## config.mk

```make
export PLATFORM = sky130hd
export DESIGN_NAME = shift_tx_ctrl
export DESIGN_NICKNAME = d
export VERILOG_FILES = /design/src/rtl/shift_tx_pkg.sv /design/src/rtl/shiftreg_en.sv /design/src/rtl/shift_tx_ctrl.sv
export SDC_FILE = /design/constraint.sdc
export NUM_CORES = 1
export LEC_CHECK = 0
export ABC_AREA = 1
export ABC_CLOCK_PERIOD_IN_PS = 1630
export CAP_MARGIN = 20
export CORE_ASPECT_RATIO = 1.1
export CORE_MARGIN = 5
export CORE_UTILIZATION = 40
export CTS_CLUSTER_DIAMETER = 60
export DETAILED_ROUTE_END_ITERATION = 10
export GPL_TIMING_DRIVEN = 0
export MAX_ROUTING_LAYER = met4
export PLACE_DENSITY_LB_ADDON = 0.12
export SYNTH_ARGS = -nofsm -noshare
export SYNTH_HDL_FRONTEND = slang
export SYNTH_SLANG_ARGS = --single-unit
export TNS_END_PERCENT = 1
```

## constraint.sdc

```tcl
create_clock -name clk -period 1.63 [get_ports clk]
set_clock_uncertainty 0.1 [all_clocks]
set_input_delay 0.2445 -clock clk [delete_from_list [all_inputs] [get_ports clk]]
set_output_delay 0.2445 -clock clk [all_outputs]
set_load 0.01 [all_outputs]
```

## src/rtl/shift_tx_pkg.sv

```systemverilog
// Purpose: shared types and default sizing for the serial transmit controller.
// Latency: n/a (types and constants only).
// Backpressure: n/a.
package shift_tx_pkg;

  // Frame sequencing states; the line is idle high in IDLE.
  typedef enum logic [1:0] {
    IDLE  = 2'd0,
    START = 2'd1,
    DATA  = 2'd2,
    STOP  = 2'd3
  } tx_state_t;

  localparam int DEF_WIDTH      = 8;
  localparam int DEF_BIT_CYCLES = 4;

endpackage

```

## src/rtl/shiftreg_en.sv

```systemverilog
// Purpose: parallel-load, left-shifting register feeding the serial line MSB-first.
// Latency: load or shift takes effect on the next rising edge.
// Backpressure: none; load has priority over shift enable.
module shiftreg_en #(
  parameter int WIDTH = 8
) (
  input  logic             clk,
  input  logic             reset,
  input  logic             load,
  input  logic             en,
  input  logic             sin,
  input  logic [WIDTH-1:0] d,
  output logic [WIDTH-1:0] q
);

  // Load a new word, otherwise shift left pulling sin into the LSB.
  always_ff @(posedge clk) begin
    if (reset) begin
      q <= '0;
    end else if (load) begin
      q <= d;
    end else if (en) begin
      q <= {q[WIDTH-2:0], sin};
    end
  end

endmodule

```

## src/rtl/shift_tx_ctrl.sv

```systemverilog
// Purpose: frames a parallel byte as start(0) + data MSB-first + stop(1) on a registered serial line.
// Latency: sout goes low the edge after the handshake; done pulses (WIDTH+2)*BIT_CYCLES clocks later.
// Backpressure: tx_ready is high only in IDLE (and not in reset); a frame in flight is never reloaded.
module shift_tx_ctrl
  import shift_tx_pkg::*;
#(
  parameter int WIDTH      = DEF_WIDTH,
  parameter int BIT_CYCLES = DEF_BIT_CYCLES
) (
  input  logic             clk,
  input  logic             reset,
  input  logic [WIDTH-1:0] tx_data,
  input  logic             tx_valid,
  output logic             tx_ready,
  output logic             sout,
  output logic             busy,
  output logic             done
);

  localparam int CYC_W = $clog2(BIT_CYCLES) + 1;
  localparam int CNT_W = $clog2(WIDTH + 1);
  localparam logic [CYC_W-1:0] CYC_LAST = CYC_W'(BIT_CYCLES - 1);
  localparam logic [CNT_W-1:0] CNT_LAST = CNT_W'(WIDTH - 1);
  localparam logic [CYC_W-1:0] CYC_ONE  = CYC_W'(1);
  localparam logic [CNT_W-1:0] CNT_ONE  = CNT_W'(1);

  tx_state_t        r_state;
  tx_state_t        w_state_nxt;
  logic [CYC_W-1:0] r_bit_cyc;
  logic [CYC_W-1:0] w_bit_cyc_nxt;
  logic [CNT_W-1:0] r_bit_cnt;
  logic [CNT_W-1:0] w_bit_cnt_nxt;
  logic             r_sout;
  logic             w_sout_nxt;
  logic             r_done;
  logic             w_done_nxt;
  logic             w_load;
  logic             w_shift_en;
  logic             w_cyc_last;
  logic             w_hs;
  logic [WIDTH-1:0] w_q;

  // Ready is gated by reset so a producer never handshakes into a clearing controller.
  assign tx_ready   = (r_state == IDLE) && !reset;
  assign w_hs       = tx_valid && tx_ready;
  assign w_cyc_last = (r_bit_cyc == CYC_LAST);

  assign sout = r_sout;
  assign done = r_done;
  assign busy = (r_state != IDLE);

  shiftreg_en #(
    .WIDTH (WIDTH)
  ) u_shiftreg (
    .clk   (clk),
    .reset (reset),
    .load  (w_load),
    .en    (w_shift_en),
    .sin   (1'b0),
    .d     (tx_data),
    .q     (w_q)
  );

  // State, counters and registered line outputs.
  always_ff @(posedge clk) begin
    if (reset) begin
      r_state   <= IDLE;
      r_bit_cyc <= '0;
      r_bit_cnt <= '0;
      r_sout    <= 1'b1;
      r_done    <= 1'b0;
    end else begin
      r_state   <= w_state_nxt;
      r_bit_cyc <= w_bit_cyc_nxt;
      r_bit_cnt <= w_bit_cnt_nxt;
      r_sout    <= w_sout_nxt;
      r_done    <= w_done_nxt;
    end
  end

  // Next-state, counter and output decode; sout always reflects the bit about to be on the line.
  always_comb begin
    w_state_nxt   = r_state;
    w_bit_cyc_nxt = r_bit_cyc;
    w_bit_cnt_nxt = r_bit_cnt;
    w_sout_nxt    = r_sout;
    w_done_nxt    = 1'b0;
    w_load        = 1'b0;
    w_shift_en    = 1'b0;

    case (r_state)
      IDLE: begin
        w_sout_nxt = 1'b1;
        if (w_hs) begin
          w_load        = 1'b1;
          w_sout_nxt    = 1'b0;
          w_bit_cyc_nxt = '0;
          w_state_nxt   = START;
        end
      end

      START: begin
        if (w_cyc_last) begin
          w_sout_nxt    = w_q[WIDTH-1];
          w_bit_cyc_nxt = '0;
          w_bit_cnt_nxt = '0;
          w_state_nxt   = DATA;
        end else begin
          w_bit_cyc_nxt = r_bit_cyc + CYC_ONE;
        end
      end

      DATA: begin
        if (w_cyc_last) begin
          // End of a bit: advance the register and count it; the last bit hands over to stop.
          w_bit_cyc_nxt = '0;
          w_shift_en    = 1'b1;
          w_bit_cnt_nxt = r_bit_cnt + CNT_ONE;
          if (r_bit_cnt == CNT_LAST) begin
            w_sout_nxt  = 1'b1;
            w_state_nxt = STOP;
          end else begin
            w_sout_nxt  = w_q[WIDTH-2];
          end
        end else begin
          w_bit_cyc_nxt = r_bit_cyc + CYC_ONE;
        end
      end

      STOP: begin
        w_sout_nxt = 1'b1;
        if (w_cyc_last) begin
          w_bit_cyc_nxt = '0;
          w_done_nxt    = 1'b1;
          w_state_nxt   = IDLE;
        end else begin
          w_bit_cyc_nxt = r_bit_cyc + CYC_ONE;
        end
      end

      default: begin
        w_state_nxt = IDLE;
        w_sout_nxt  = 1'b1;
      end
    endcase
  end

endmodule

```

After elaboration in Yosys (flattened, before gate mapping)
Index checks and enable logic that the tools add are counted.
- bits in registers: 19
- bits of input ports: 11
- output and inout bits: 4
- add/sub/neg operators: 2
- eq/ne operators: 10
- muxes and demuxes: 23
- bitwise operators: 1
- reductions and logical operators: 12
- operators by type and width (cell ; number):
    2-to-1 mux 8 bit ; 2
    2-to-1 mux 2 bit ; 5
    inequality test 2 bit (second input constant) ; 5
    2-to-1 mux 1 bit ; 8
    2-to-1 mux 4 bit ; 2
    case mux 2 bit (4 select lines) ; 1
    case mux 4 bit (2 select lines) ; 1
    2-to-1 mux 3 bit ; 2
    case mux 3 bit (2 select lines) ; 1
    nonzero test 2 bit ; 3
    AND reduction 5 bit ; 1
    adder 4 x 1 -> 4 bit (second input constant) ; 1
    == test 2 bit (second input constant) ; 2
    == test 4 x 3 -> 1 bit (second input constant) ; 1
    case mux 1 bit (4 select lines) ; 1
    adder 3 x 1 -> 3 bit (second input constant) ; 1
    == test 3 x 2 -> 1 bit (second input constant) ; 1
    AND reduction 3 bit ; 1
    OR reduction 3 bit ; 1
    == test 2 x 1 -> 1 bit (second input constant) ; 1
    logical AND 1 bit ; 2
    zero test 2 bit ; 1
    AND reduction 2 bit ; 1
    OR reduction 2 bit ; 1
    other kinds (2) ; 2

Longest topological paths before layout
- depth after elaboration: 6
- depth in mapped cells: 9
- depth with buffers taken out: 9

By module
Synthesis repeated with hierarchy kept, for this count alone.
- cell total of the unflattened synthesis: 153
- area, all modules: 1058.5 um^2
- modules (own cells, without submodules) (module ; times used ; cells each ; area each (um^2)):
    shift_tx_ctrl ; 1 ; 90 ; 646.9
    shiftreg_en ; 1 ; 63 ; 411.6

Least setup slack after synthesis
Ideal clock, no wire load.
- path kind: register to register
- start point: register r_state[0]
- end point: register u_shiftreg.q[1]
- library setup time: 0.132 ns
- arrival: 1.155 ns
- data required time: 1.398 ns
- slack: 0.242 ns
- cell stages (with the launch flop): 8
- path buffers: 1
- period minus slack after synthesis: 1.388 ns
- cells stage by stage: dfxtp_1 -> inv_1 -> ha_1 -> nand3_4 -> buf_6 -> nand2_1 -> o211ai_1 -> a21oi_1
- cells in the longest elaborated chain, start to end: 6
- ends and longest elaborated chain (element ; line ; RTL):
    start: declaration ; shift_tx_ctrl.sv:27 ; tx_state_t r_state;
    start signal: assignment ; shift_tx_ctrl.sv:73 ; r_state <= w_state_nxt;
    zero test 2 bit ; shift_tx_ctrl.sv:44, shift_tx_ctrl.sv:91 ;
    logical AND 1 bit ; shift_tx_ctrl.sv:44 ; assign tx_ready = (r_state == IDLE) && !reset;
    logical AND 1 bit ; shift_tx_ctrl.sv:45 ; assign w_hs = tx_valid && tx_ready;
    2-to-1 mux 1 bit ; shift_tx_ctrl.sv:94 ; if (w_hs) begin
    2-to-1 mux 1 bit ; shift_tx_ctrl.sv:91 ; case (r_state)
    2-to-1 mux 8 bit or nonzero test 2 bit (tied branches) ; - ;
    end signal: assignment ; shiftreg_en.sv:23 ; q <= {q[WIDTH-2:0], sin};
    end: declaration ; shiftreg_en.sv:13 ; output logic [WIDTH-1:0] q
Several ways; a longest one is shown, not always the timed one.
A chain may end at the register's enable or synchronous reset.

Final worst setup path
- start point: register r_state[1]
- end point: output tx_ready
- cells in the longest elaborated chain, start to end: 2
- ends and longest elaborated chain (element ; line ; RTL):
    zero test 2 bit ; shift_tx_ctrl.sv:44 ;
    logical AND 1 bit ; shift_tx_ctrl.sv:44 ;
    end: declaration ; shift_tx_ctrl.sv:14 ; output logic tx_ready,
No other way between the ends.

==> qor.csv <==
metric;value;unit
outcome;complete, no violations;
net load switching power;543;uW
initial antenna violation count;0;
die span in x;57.9;um
final core occ;50.0;%
Syn. warnings;0;
number of fill cells;256;
Via Count;917;
Seq pwr share;41.3;%
synthesized flop and latch total;19;
Slew HR;66.5;%
synthesized area;1010;um2
Post-CTS Setup Inserts;0;
Static Leak;0.516;nW
minimum clock period after layout;1.55;ns
syn avg cell area;7.02;um2
I/O pin total;15;
CTS Root Cell;clkbuf_4;
achievable frequency;647;MHz
slowest CP cell;dfxtp_4;
later-pin clock latency in the skew report;0.30;ns
Hold EP;u_shiftreg.q[1];
Layout area overhead;22.3;%
r2r setup slk;0.15;ns
Post-synth top flop;dfxtp_1;
starting DRC count in detailed routing;22;
Initial DRT Pass Iterations;4;
core area;2470;um2
Post-synth EDFFs;0;
CP Launch Type;flip-flop;
htree depth;1;
Mapped Cells;144;
Final Hold Viols;0;
Netlist cell types;19;
Comb power frac;41.9;%
vias in the first global route;865;
Tightest Hold Check Type;reg -> reg;
sw frac;38.2;%
CP max stage delay;0.37;ns
crit path max fanout;4;
row count;19;
ANT nets after route;0;
top cell type's share of synthesized area;37.6;%
endpoints failing setup;0;
PnR worst setup slack;0.0835;ns
Clock transition at path regs;0.10;ns
crit path cell chain;inv_2 -> ha_4 -> inv_1 -> nor2_2 -> buf_2;
clock buffer depth;2;
total track usage;12.9;%
Int Pwr;878;uW
RSZ-0062 raised after global routing;yes;
Hold Crit Depth;2;
post-place setup slack;-0.226;ns
CTS buffer count;3;
RR Endpoint;r_state[0];
number of max-cap violations;0;
hpwl dp;1580;um
hold path start;u_shiftreg.q[1];
layout cells sized above 1;12.3;%
first-pass GRT wire length;3640;um
area of the multi-input gates;542;um2
fin. max-slew vios;0;
pwr/cell area;1150;nW/um2
die area;3630;um2
ys async rst share;0;%
worst-margin pin slew;0.502;ns
CP Data Arrival Time;1.20;ns
CTS Sinks;19;
count leader, synth;nand2_1;
Synth Net Count;162;
r2r startpoint;r_state[0];
drt via density;4.75;
Starting Density;40.9;%
critical path required time;1.29;ns
hold slack;0.370;ns
Commonest cells post-synth;39 x nand2_1, 23 x inv_1, 19 x dfxtp_1;
total power;1.42;mW
Clock Power Share;16.8;%
fin nets;181;
WS Path Type;reg -> out;
post-synthesis sequential area ratio;37.6;%
Peak VDD IR;0.854;mV
Routed wire per std cell;11.1;um
TritonCTS clock tree;done;
gr ovfl total;0;
Post-Route WL;2140;um
FF-to-FF path depth;8;
Seq. cell area;388;um2
hold_buf cts;0;
remaining design rule violation count;0;
setup TNS;0;ns
Worst setup EP type;output port;
Die Y;62.7;um
IO buf count;14;
Final Wtd Congestion;0.718;
n_diodes;0;
main area contributors after synthesis;dfxtp_1 38%, nand2_1 14%, ha_1 8.7%;
largest net degree at the start of global routing;11;
period utilization;94.9;%
cell accounting for the most synthesized area;dfxtp_1;
==> power by group through the flow <==
stage	logic [mW]	registers (mW)	clock network, mW
final	0.595	0.587	0.239
after CTS	0.599	0.578	0.254
after floorplan	0.416	0.577	0
after global routing	0.691	0.598	0.271
after detailed placement	0.587	0.583	0
after global placement	0.572	0.580	0
==> worst max-delay path by stage <==
stage | startpoint | end | slack, ns
finish | r_state[1] | tx_ready | 0.08
global placement | reset | tx_ready | -0.21
global route | r_state[1] | tx_ready | -0.02
CTS | r_state[0] | busy | 0.03
detailed placement | reset | tx_ready | -0.23
floorplan | r_state[0] | u_shiftreg.q[1] | 0.24
==> critical path, delay by kind of cell, from the launching register on <==
family,cells,cell delay (ns)
simple gates,1,0.09
buf+inv,3,0.28
flops,1,0.37
fa+ha+maj,1,0.16
==> sequential cells by signal, summed over array words and instances (netlist names) <==
name,cells
done,1
r_bit_cnt,4
r_bit_cyc,3
r_state,2
sout,1
u_shiftreg.q,8
==> layer usage <==
metal	track usage (%)	routed length (um)	part of all wire, %	vias up
met2	20.6	1040	49	14
met1	15.1	968	45	404
li1	-	-	-	495
met4	6.09	41	1.9	0
met3	3.10	81	3.8	4
met5	-	0	0	-
==> logic make-up (layout without fill, tap and decap cells) <==
kind of cell / count (synthesis) / in the layout / share of synthesized area, %
AO/OA/AOI/OAI: 29 / 29 / 16.6
adder cells (fa/ha/maj): 7 / 7 / 8.66
buffers and inverters: 27 / 45 / 10.8
flip-flops: 19 / 19 / 37.6
AND/OR/NAND/NOR: 62 / 62 / 26.4
==> timing repair <==
item,in CTS,in global routing
setup endpoints to repair,2,9
cloned,0,0
gates resized for setup,11,8
==> cell usage in the layout, fill, tap and decap left out <==
cell and n:
nand2_1 38, nand2_4 1, nand3_1 7, a31oi_1 1, buf_6 1, nor2_1 10
clkbuf_1 2, a211oi_1 2, a21oi_1 14, nor3_1 1, o21ai_0 6, o211ai_1 5
nand2_2 1, ha_1 6, clkbuf_2 1, nand3_4 1, clkdlybuf4s50_1 12, dfxtp_4 2
nor2_2 3, ha_4 1, inv_4 1, clkbuf_4 3, buf_2 1, o21ai_2 1
dfxtp_1 17, inv_1 21, inv_2 3
==> final cells by class <==
type	count	area share (%)
Buffer	2	1.21
Clock buffer	4	2.13
Inverter	25	7.79
Multi-Input combinational cell	98	43.8
Sequential cell	19	31.4
Tap cell	31	3.14
Timing Repair Buffer	14	10.5
==> stage by stage <==
step | area, um2 | instances
after detailed placement | 1190 | 189
final | 1240 | 193
after global routing | 1240 | 193
after CTS | 1220 | 193
after global placement | 1190 | 189
after floorplan | 1010 | 144
(Power assumes the default switching activity.)
